--- config.mk ---
export PLATFORM = sky130hd
export DESIGN_NAME = lock_sequencer
export DESIGN_NICKNAME = d
export VERILOG_FILES = /design/src/rtl/lock_sequencer.sv
export SDC_FILE = /design/constraint.sdc
export NUM_CORES = 1
export LEC_CHECK = 0
export BUFFER_PORTS_ARGS = -buffer_cell sky130_fd_sc_hd__buf_2
export CAP_MARGIN = 20
export CORE_MARGIN = 1
export CORE_UTILIZATION = 60
export CTS_BUF_LIST = sky130_fd_sc_hd__clkbuf_16
export DETAILED_ROUTE_END_ITERATION = 16
export PLACE_DENSITY = 0.79
export SLEW_MARGIN = 30
export SYNTH_ARGS = -nofsm -noshare
export SYNTH_HDL_FRONTEND = slang
export SYNTH_SLANG_ARGS = --single-unit
--- constraint.sdc ---
create_clock -name clk -period 4.24 [get_ports clk]
set_clock_uncertainty 0.05 [all_clocks]
set_input_delay 0.424 -clock clk [delete_from_list [all_inputs] [get_ports clk]]
set_output_delay 0.424 -clock clk [all_outputs]
set_load 0.02 [all_outputs]
--- src/rtl/lock_sequencer.sv ---
// lock_sequencer: automatic operator for the canal lock controller.
// Walks one gondola through equalise, open, wait and close on each side.
module lock_sequencer #(
  parameter int TOL         = 1,
  parameter int DOOR_CYCLES = 4,
  parameter int TIMEOUT     = 1000
) (
  input  logic       clk,
  input  logic       rst,
  input  logic       req_arrive,
  input  logic       req_depart,
  input  logic [7:0] inner_water,
  input  logic [7:0] lock_water,
  input  logic [7:0] outer_water,
  input  logic       gondola_in_lock,
  output logic [6:0] cmd,
  output logic       busy,
  output logic       done,
  output logic       fault
);

  typedef enum logic [3:0] {
    IDLE,
    EQ_SRC,
    OPEN_SRC,
    WAIT_ENTER,
    CLOSE_SRC,
    EQ_DST,
    OPEN_DST,
    WAIT_EXIT,
    CLOSE_DST,
    FAULT
  } state_t;

  localparam int CW = (TIMEOUT > 1) ? $clog2(TIMEOUT + 1) : 1;

  state_t        state;
  state_t        state_n;
  logic          arr;
  logic          arr_n;
  logic          last_arr;
  logic          last_n;
  logic [CW-1:0] cnt;
  logic [6:0]    cmd_n;
  logic          busy_n;
  logic          done_n;
  logic          fault_n;
  logic          door_up;
  logic          timed_out;
  logic [7:0]    src_lvl;
  logic [7:0]    dst_lvl;
  logic [7:0]    src_n;
  logic [7:0]    dst_n;

  // {raise, lower}; 9-bit band so target +/- TOL never wraps
  function automatic logic [1:0] trim(
    input logic [7:0] lvl,
    input logic [7:0] tgt
  );
    logic [8:0] t9;
    logic [8:0] tol9;
    logic [8:0] lo;
    logic [8:0] hi;
    t9   = {1'b0, tgt};
    tol9 = 9'(TOL);
    lo   = (t9 < tol9) ? 9'd0 : t9 - tol9;
    hi   = t9 + tol9;
    if (hi > 9'd255) hi = 9'd255;
    trim = {({1'b0, lvl} < lo), ({1'b0, lvl} > hi)};
  endfunction

  assign src_lvl   = arr ? outer_water : inner_water;
  assign dst_lvl   = arr ? inner_water : outer_water;
  assign door_up   = int'(cnt) + 1 >= DOOR_CYCLES;
  assign timed_out = int'(cnt) + 1 >= TIMEOUT;

  always_comb begin
    state_n = state;
    arr_n   = arr;
    last_n  = last_arr;
    unique case (state)
      IDLE: begin
        if (req_arrive || req_depart) begin
          arr_n   = (req_arrive && req_depart) ? !last_arr
                                               : req_arrive;
          last_n  = arr_n;
          state_n = EQ_SRC;
        end
      end
      EQ_SRC: begin
        if (trim(lock_water, src_lvl) == 2'b00)
          state_n = OPEN_SRC;
      end
      OPEN_SRC: begin
        if (door_up) state_n = WAIT_ENTER;
      end
      WAIT_ENTER: begin
        if (gondola_in_lock) state_n = CLOSE_SRC;
      end
      CLOSE_SRC: state_n = EQ_DST;
      EQ_DST: begin
        if (trim(lock_water, dst_lvl) == 2'b00)
          state_n = OPEN_DST;
      end
      OPEN_DST: begin
        if (door_up) state_n = WAIT_EXIT;
      end
      WAIT_EXIT: begin
        if (!gondola_in_lock) state_n = CLOSE_DST;
      end
      CLOSE_DST: state_n = IDLE;
      FAULT:     state_n = FAULT;
      default:   state_n = IDLE;
    endcase
    if (state != IDLE && state != FAULT && timed_out)
      state_n = FAULT;
  end

  // Outputs are decoded from the state being entered, then registered
  assign src_n = arr_n ? outer_water : inner_water;
  assign dst_n = arr_n ? inner_water : outer_water;

  always_comb begin
    cmd_n = '0;
    unique case (state_n)
      EQ_SRC:   cmd_n[2:1] = trim(lock_water, src_n);
      OPEN_SRC: cmd_n[4:3] = arr_n ? 2'b10 : 2'b01;
      WAIT_ENTER: begin
        cmd_n[4:3] = arr_n ? 2'b10 : 2'b01;
        cmd_n[6:5] = arr_n ? 2'b10 : 2'b01;
      end
      EQ_DST:   cmd_n[2:1] = trim(lock_water, dst_n);
      OPEN_DST, WAIT_EXIT:
        cmd_n[4:3] = arr_n ? 2'b01 : 2'b10;
      default:  cmd_n = '0;
    endcase
  end

  assign busy_n  = (state_n != IDLE) && (state_n != FAULT);
  assign done_n  = (state_n == CLOSE_DST);
  assign fault_n = (state_n == FAULT);

  always_ff @(posedge clk) begin
    if (rst) begin
      state    <= IDLE;
      arr      <= 1'b0;
      last_arr <= 1'b0;
      cnt      <= '0;
      cmd      <= '0;
      busy     <= 1'b0;
      done     <= 1'b0;
      fault    <= 1'b0;
    end else begin
      state    <= state_n;
      arr      <= arr_n;
      last_arr <= last_n;
      if (state_n != state) cnt <= '0;
      else if (!(&cnt))     cnt <= cnt + 1'b1;
      cmd      <= cmd_n;
      busy     <= busy_n;
      done     <= done_n;
      fault    <= fault_n;
    end
  end

endmodule

==> flow_summary.ini, run 1 <==
[run_status]
status = finished clean

[pwr]
sw_frac_of_total_pct = 45.7
ir_drop_v = 0.000236
seqPwrFrac_pct = 18.4
combPwrFrac_pct = 67.3
p_int_uw = 821
p_leak_nw = 2.58
p_per_area_nw_per_um2 = 262
clkPwrFrac_pct = 14.3
power.switching_uw = 691

[sta]
setup_tns_ns = 0
finalCriticalPeriod_ns = 3.95
relSlewSlack_pct = 58.7
finalSetupViolations = 0
rsz0062_at_grt = no
slew_viol_final = 0
fmax_mhz = 253
period_share_pct = 93.2
final_hold_viol_count = 0
worst_slew_pin_slew_ns = 0.604

[die]
io_pins = 39
start_util_pct = 61.9
die_area_um2 = 9340
die_h_um = 96.7
die_w_um = 96.7
rows = 34
coreArea_um2 = 8680

[logic_synthesis]
synth_edf_count = 0
synth_top_area_share_pct = 17.0
ys_seq_area_share_pct = 9.31
avgSynthCellArea_um2 = 7.65
syn_inst = 703
synth_top_cell_by_area = ha_1
synthFlopType = dfxtp_1
async_flop_share_pct = 0
yosys_register_bits = 25
ys_warn_count = 0
synth_fp_nets = 805
syn_area_um2 = 5380
synth_cell_type_count = 93
yosys-top-cells-area = ha_1 (17%), dfxtp_1 (9.3%), nand2_1 (6.3%)

[routing]
met2_length_um = 6980
wl_met3_um = 1380
wire_per_inst_um = 18.9
drt-met1-wl_um = 6840
post_drt_via_cell_ratio = 6.65
drt_pass1_iterations = 7
drt_iter0_drc = 411
drc_errors = 0
top_layer_used = met4
postRouteAntennaNets = 0
wl_um = 15800
vias = 5561

[critical_path]
crit_arrival_ns = 4.06
crit_fanout = 18
max_stage_delay_ns = 0.54
path_depth = 15
r2r-end = cnt[6]
crit_slowest_cell = dfxtp_4
startpoint_type = flip-flop
r2r_setup_slack_ns = 0.29
cp.required_ns = 4.34
endpoint_kind = flip-flop
r2r_start = arr
reg2reg_depth = 15
cp_cell_sequence = mux2i_4 -> nor2_1 -> nand2_1 -> xor2_1 -> mux2i_1 -> a41o_1 -> a21oi_1 -> ha_1 -> and4_1 -> and3_1 -> a211oi_1 -> a211o_2 -> nand3_2 -> a21o_2 -> nor4_2
path_buf_inv = 0
crit_family = compound AO/OA/AOI/OAI gates
cp-startpoint = arr
worstSetupPathType = reg -> reg
crit_end = cnt[6]

[place]
dp_hpwl_um = 12200
place_area_um2 = 5670
port_buffers = 37
gp_congestion = 1.04

[cts]
cts_tree = built
insertion_delay_ns = 0.26
cts.sinks = 25
h-tree-depth = 1
cts_buffers = 3
post_cts_buffers = 0
clock_path_buffers = 2
path_clk_slew_ns = 0.07
cts-root-buf = clkbuf_16

[min_path]
holdPathStages = 2
worstHoldPathType = in -> reg
hp-start = req_depart

[finish]
nNetsFinal = 831
final_common_cell = nand2_1
final_cell_mix = nand2_1 (90), ha_1 (73), nor2_1 (48), a21oi_1 (38), buf_2 (37)
insertedDiodeCount = 0
synthToLayoutAreaGrowth_pct = 7.47
final_area_um2 = 5780
layout-drive-gt1-share_pct = 18.0

[global_routing]
grt_overflow = 0
antenna_found_initial = 0
grt.total_usage_pct = 33.0
grt_pass1_wl_um = 25500
grt_pass1_vias = 5221
grt_max_degree = 20

[flow_run]
max_cap_viol_count = 0
## cells by family after synthesis
group | count (synthesis) | synth area share [%]
simple gates | 282 | 28.0
fa+ha+maj | 73 | 17.0
xor+xnor | 40 | 6.66
buf+inv | 64 | 6.10
other cells | 1 | 0.0698
compound gates | 166 | 22.3
flops | 25 | 9.31
mux | 52 | 10.6
## per-layer routing
metal  track usage (%)  up-vias
met5                 0        -
met4              12.5        0
met3              4.91       58
met2              52.8      286
met1              44.8     2572
li1                  -     2645
## through the flow
stage                     power, mW  utilization (%)  cells  setup WS, ns  hold WS, ns
after floorplan                1.04                -    703         0.317        0.398
after global placement         1.22             65.3    832         0.212        0.415
after detailed placement       1.27             65.3    832         0.108        0.419
after CTS                      1.49             66.3    836        0.0606        0.385
after global routing           1.63             66.6    836        0.0321        0.380
final                          1.51             66.6    836         0.288        0.387
## worst min path at each step
| stage | slack (ns) | end |
|---|---|---|
| 4_1_cts | 0.38 | last_arr |
| 2_1_floorplan | 0.40 | last_arr |
| 3_5_place_dp | 0.42 | last_arr |
| 6_report | 0.39 | last_arr |
| 3_3_place_gp | 0.42 | last_arr |
| 5_1_grt | 0.38 | last_arr |
## what timing repair did
item / 4_1_cts / 5_1_grt
hold buffers: 0 / 0
endpoints found under the setup margin: 0 / 16
gates resized for setup: 0 / 5
## flip-flops by register name, indices dropped and copies added, names as in the netlist
name / count
cnt: 10
cmd: 6
state: 4
arr: 1
busy: 1
done: 1
fault: 1
last_arr: 1
## power groups by stage
stage / logic [mW] / clock network, mW / registers (mW)
detailed placement: 0.991 / 0 / 0.281
global route: 1.13 / 0.227 / 0.280
global placement: 0.944 / 0 / 0.280
floorplan: 0.758 / 0 / 0.278
CTS: 0.997 / 0.215 / 0.276
finish: 1.02 / 0.216 / 0.278
## synth_stat cells (5+ instances only)
master / number
mux2i_2: 5
o21ai_0: 26
buf_2: 10
or2_2: 5
xor2_1: 18
and3_1: 23
buf_6: 6
a211oi_1: 7
xnor2_1: 21
a31oi_1: 8
buf_1: 5
nor2_1: 49
inv_1: 17
mux2i_1: 33
a211oi_2: 5
a21boi_0: 5
clkbuf_1: 17
nand2b_1: 12
dfxtp_1: 25
and4_1: 5
nand4_1: 9
nand2_1: 90
a21oi_1: 38
o211ai_1: 9
and2_1: 9
o21a_1: 8
mux2_2: 11
a21o_1: 8
nor3_1: 16
buf_4: 8
ha_1: 73
nor2b_1: 8
nand3_1: 18
## area by class of cell
| class | instances | area [um^2] |
|---|---|---|
| multi-input cells | 614 | 4580 |
| fillers | 755 | 2900 |
| flip-flops and latches | 25 | 504 |
| repair buffers | 67 | 410 |
| well taps | 108 | 135 |
| clock buffers | 3 | 75.1 |
| inverters | 18 | 67.6 |
| clock inverters | 1 | 7.51 |
Note: power is estimated with default switching activity, not from simulation.
==> run 2, diff against run 1 <==
- MAX_ROUTING_LAYER: not set -> met4
==> run 2 against run 1 <==
First-iteration DRC count fell by 4.9%. Combinational power barely moved. Global-route usage rose by 1.9 points. Routed wire length rose by 2.1%. Sequential power barely moved. Setup slack got worse by 0.014 ns. Cell count did not move. Critical endpoint unchanged. Largest power group unchanged. Highest routed layer unchanged.
==> flow_summary.ini, run 2 (same netlist as run 1, synthesis figures left out) <==
[pwr]
p_per_area_nw_per_um2 = 263
ir_drop_v = 0.000163
power_mw = 1.51
p_leak_nw = 2.58

[place]
gp_congestion = 1.05
port_buffers = 37
dp_hpwl_um = 12300

[critical_path]
cp-startpoint = arr
r2r_start = arr
crit_slowest_cell = dfxtp_4
endpoint_kind = flip-flop
r2r_setup_slack_ns = 0.27
cp_cell_sequence = mux2i_2 -> nor2_1 -> nand2_1 -> xor2_1 -> mux2i_1 -> a41o_1 -> a21oi_1 -> ha_1 -> and4_1 -> and3_1 -> a211oi_1 -> a211o_2 -> nand3_2 -> a21o_2 -> nor4_2
crit_end = cnt[6]
cp.required_ns = 4.36
startpoint_type = flip-flop
r2r-end = cnt[6]
reg2reg_depth = 15
worstSetupPathType = reg -> reg
crit_fanout = 18
max_stage_delay_ns = 0.52
crit_arrival_ns = 4.09

[finish]
layout-drive-gt1-share_pct = 17.9
final_common_cell = nand2_1
largestRegisters = cnt x10, cmd x6, state x4
top_register = cnt
nNetsFinal = 831
largest_reg_flops = 10
insertedDiodeCount = 0
synthToLayoutAreaGrowth_pct = 7.08
final_cell_mix = nand2_1 (90), ha_1 (73), nor2_1 (48), a21oi_1 (38), buf_2 (37)

[routing]
drc_errors = 0
drt_iter0_drc = 391
vias = 5616
drt_pass1_iterations = 8
post_drt_via_cell_ratio = 6.72
wire_per_inst_um = 19.3
wl_um = 16200
postRouteAntennaNets = 0

[run_status]
status = finished clean

[cts]
path_clk_slew_ns = 0.07
insertion_delay_ns = 0.26
post_cts_buffers = 0
cts.sinks = 25
cts_resized = 0
cts_buffers = 3
clock_path_buffers = 2
cts_hold_buf = 0
cts-root-buf = clkbuf_16
h-tree-depth = 1
cts_tree = built

[sta]
finalCriticalPeriod_ns = 3.97
fmax_mhz = 252
slew_viol_final = 0
finalSetupViolations = 0
relSlewSlack_pct = 61.9
period_share_pct = 93.5
rsz0062_at_grt = no
setup_tns_ns = 0
worst_slew_pin_slew_ns = 0.557
final_hold_viol_count = 0

[die]
die_h_um = 96.7
rows = 34
die_area_um2 = 9340
io_pins = 39
die_w_um = 96.7
coreArea_um2 = 8680
start_util_pct = 61.9

[min_path]
hp-start = req_depart
worstHoldPathType = in -> reg
holdPathStages = 2

[global_routing]
grt.total_usage_pct = 35.0
antenna_found_initial = 0
grt_pass1_vias = 5427
grt_pass1_wl_um = 26300
grt_overflow = 0
grt_max_degree = 20

[flow_run]
max_cap_viol_count = 0
run 2: metrics by stage:
| stage | hold WS [ns] | area [um^2] | cells | setup slack [ns] | utilization, % |
|---|---|---|---|---|---|
| floorplan | 0.398 | 5380 | 703 | 0.317 | - |
| global placement | 0.414 | 5670 | 832 | 0.215 | 65.3 |
| detailed placement | 0.427 | 5670 | 832 | 0.0888 | 65.3 |
| CTS | 0.368 | 5750 | 836 | 0.0728 | 66.3 |
| global route | 0.378 | 5760 | 836 | 0.0334 | 66.3 |
| finish | 0.374 | 5760 | 836 | 0.274 | 66.3 |
run 2: layer usage:
layer | part of all wire, % | track usage (%)
met4 | 4.1 | 13.8
met2 | 44 | 55.0
met5 | 0 | -
met3 | 8.2 | 4.19
met1 | 43 | 45.7
run 2: worst max-delay path: cells and delay by family (launching register included):
| family | cells | cell delay [ns] |
|---|---|---|
| AOI/OAI and AO/OA | 5 | 1.25 |
| xor gates and xnor gates | 1 | 0.14 |
| adders and majority gates | 1 | 0.26 |
| DFF | 1 | 0.52 |
| muxes | 2 | 0.58 |
| and+or+nand+nor | 6 | 1.05 |
run 2: worst min-delay path by stage:
stage | end | slack (ns)
after floorplan | last_arr | 0.40
after CTS | last_arr | 0.37
after global routing | last_arr | 0.38
final | last_arr | 0.37
after detailed placement | last_arr | 0.43
after global placement | last_arr | 0.41
run 2: cell type report:
cell class,count,area [um^2]
sequential,25,504
tap,108,135
fill,749,2920
inverter,18,67.6
clock buffer,3,75.1
timing repair buffer,67,410
multi-input combinational,614,4560
clock inverter,1,7.51
run 2: where the power goes:
part	switching [mW]	leakage (nW)	internal [mW]
sequential	0.0249	0.204	0.252
clock	0.0883	0.0371	0.128
combinational	0.579	2.34	0.439
total	0.692	2.58	0.819
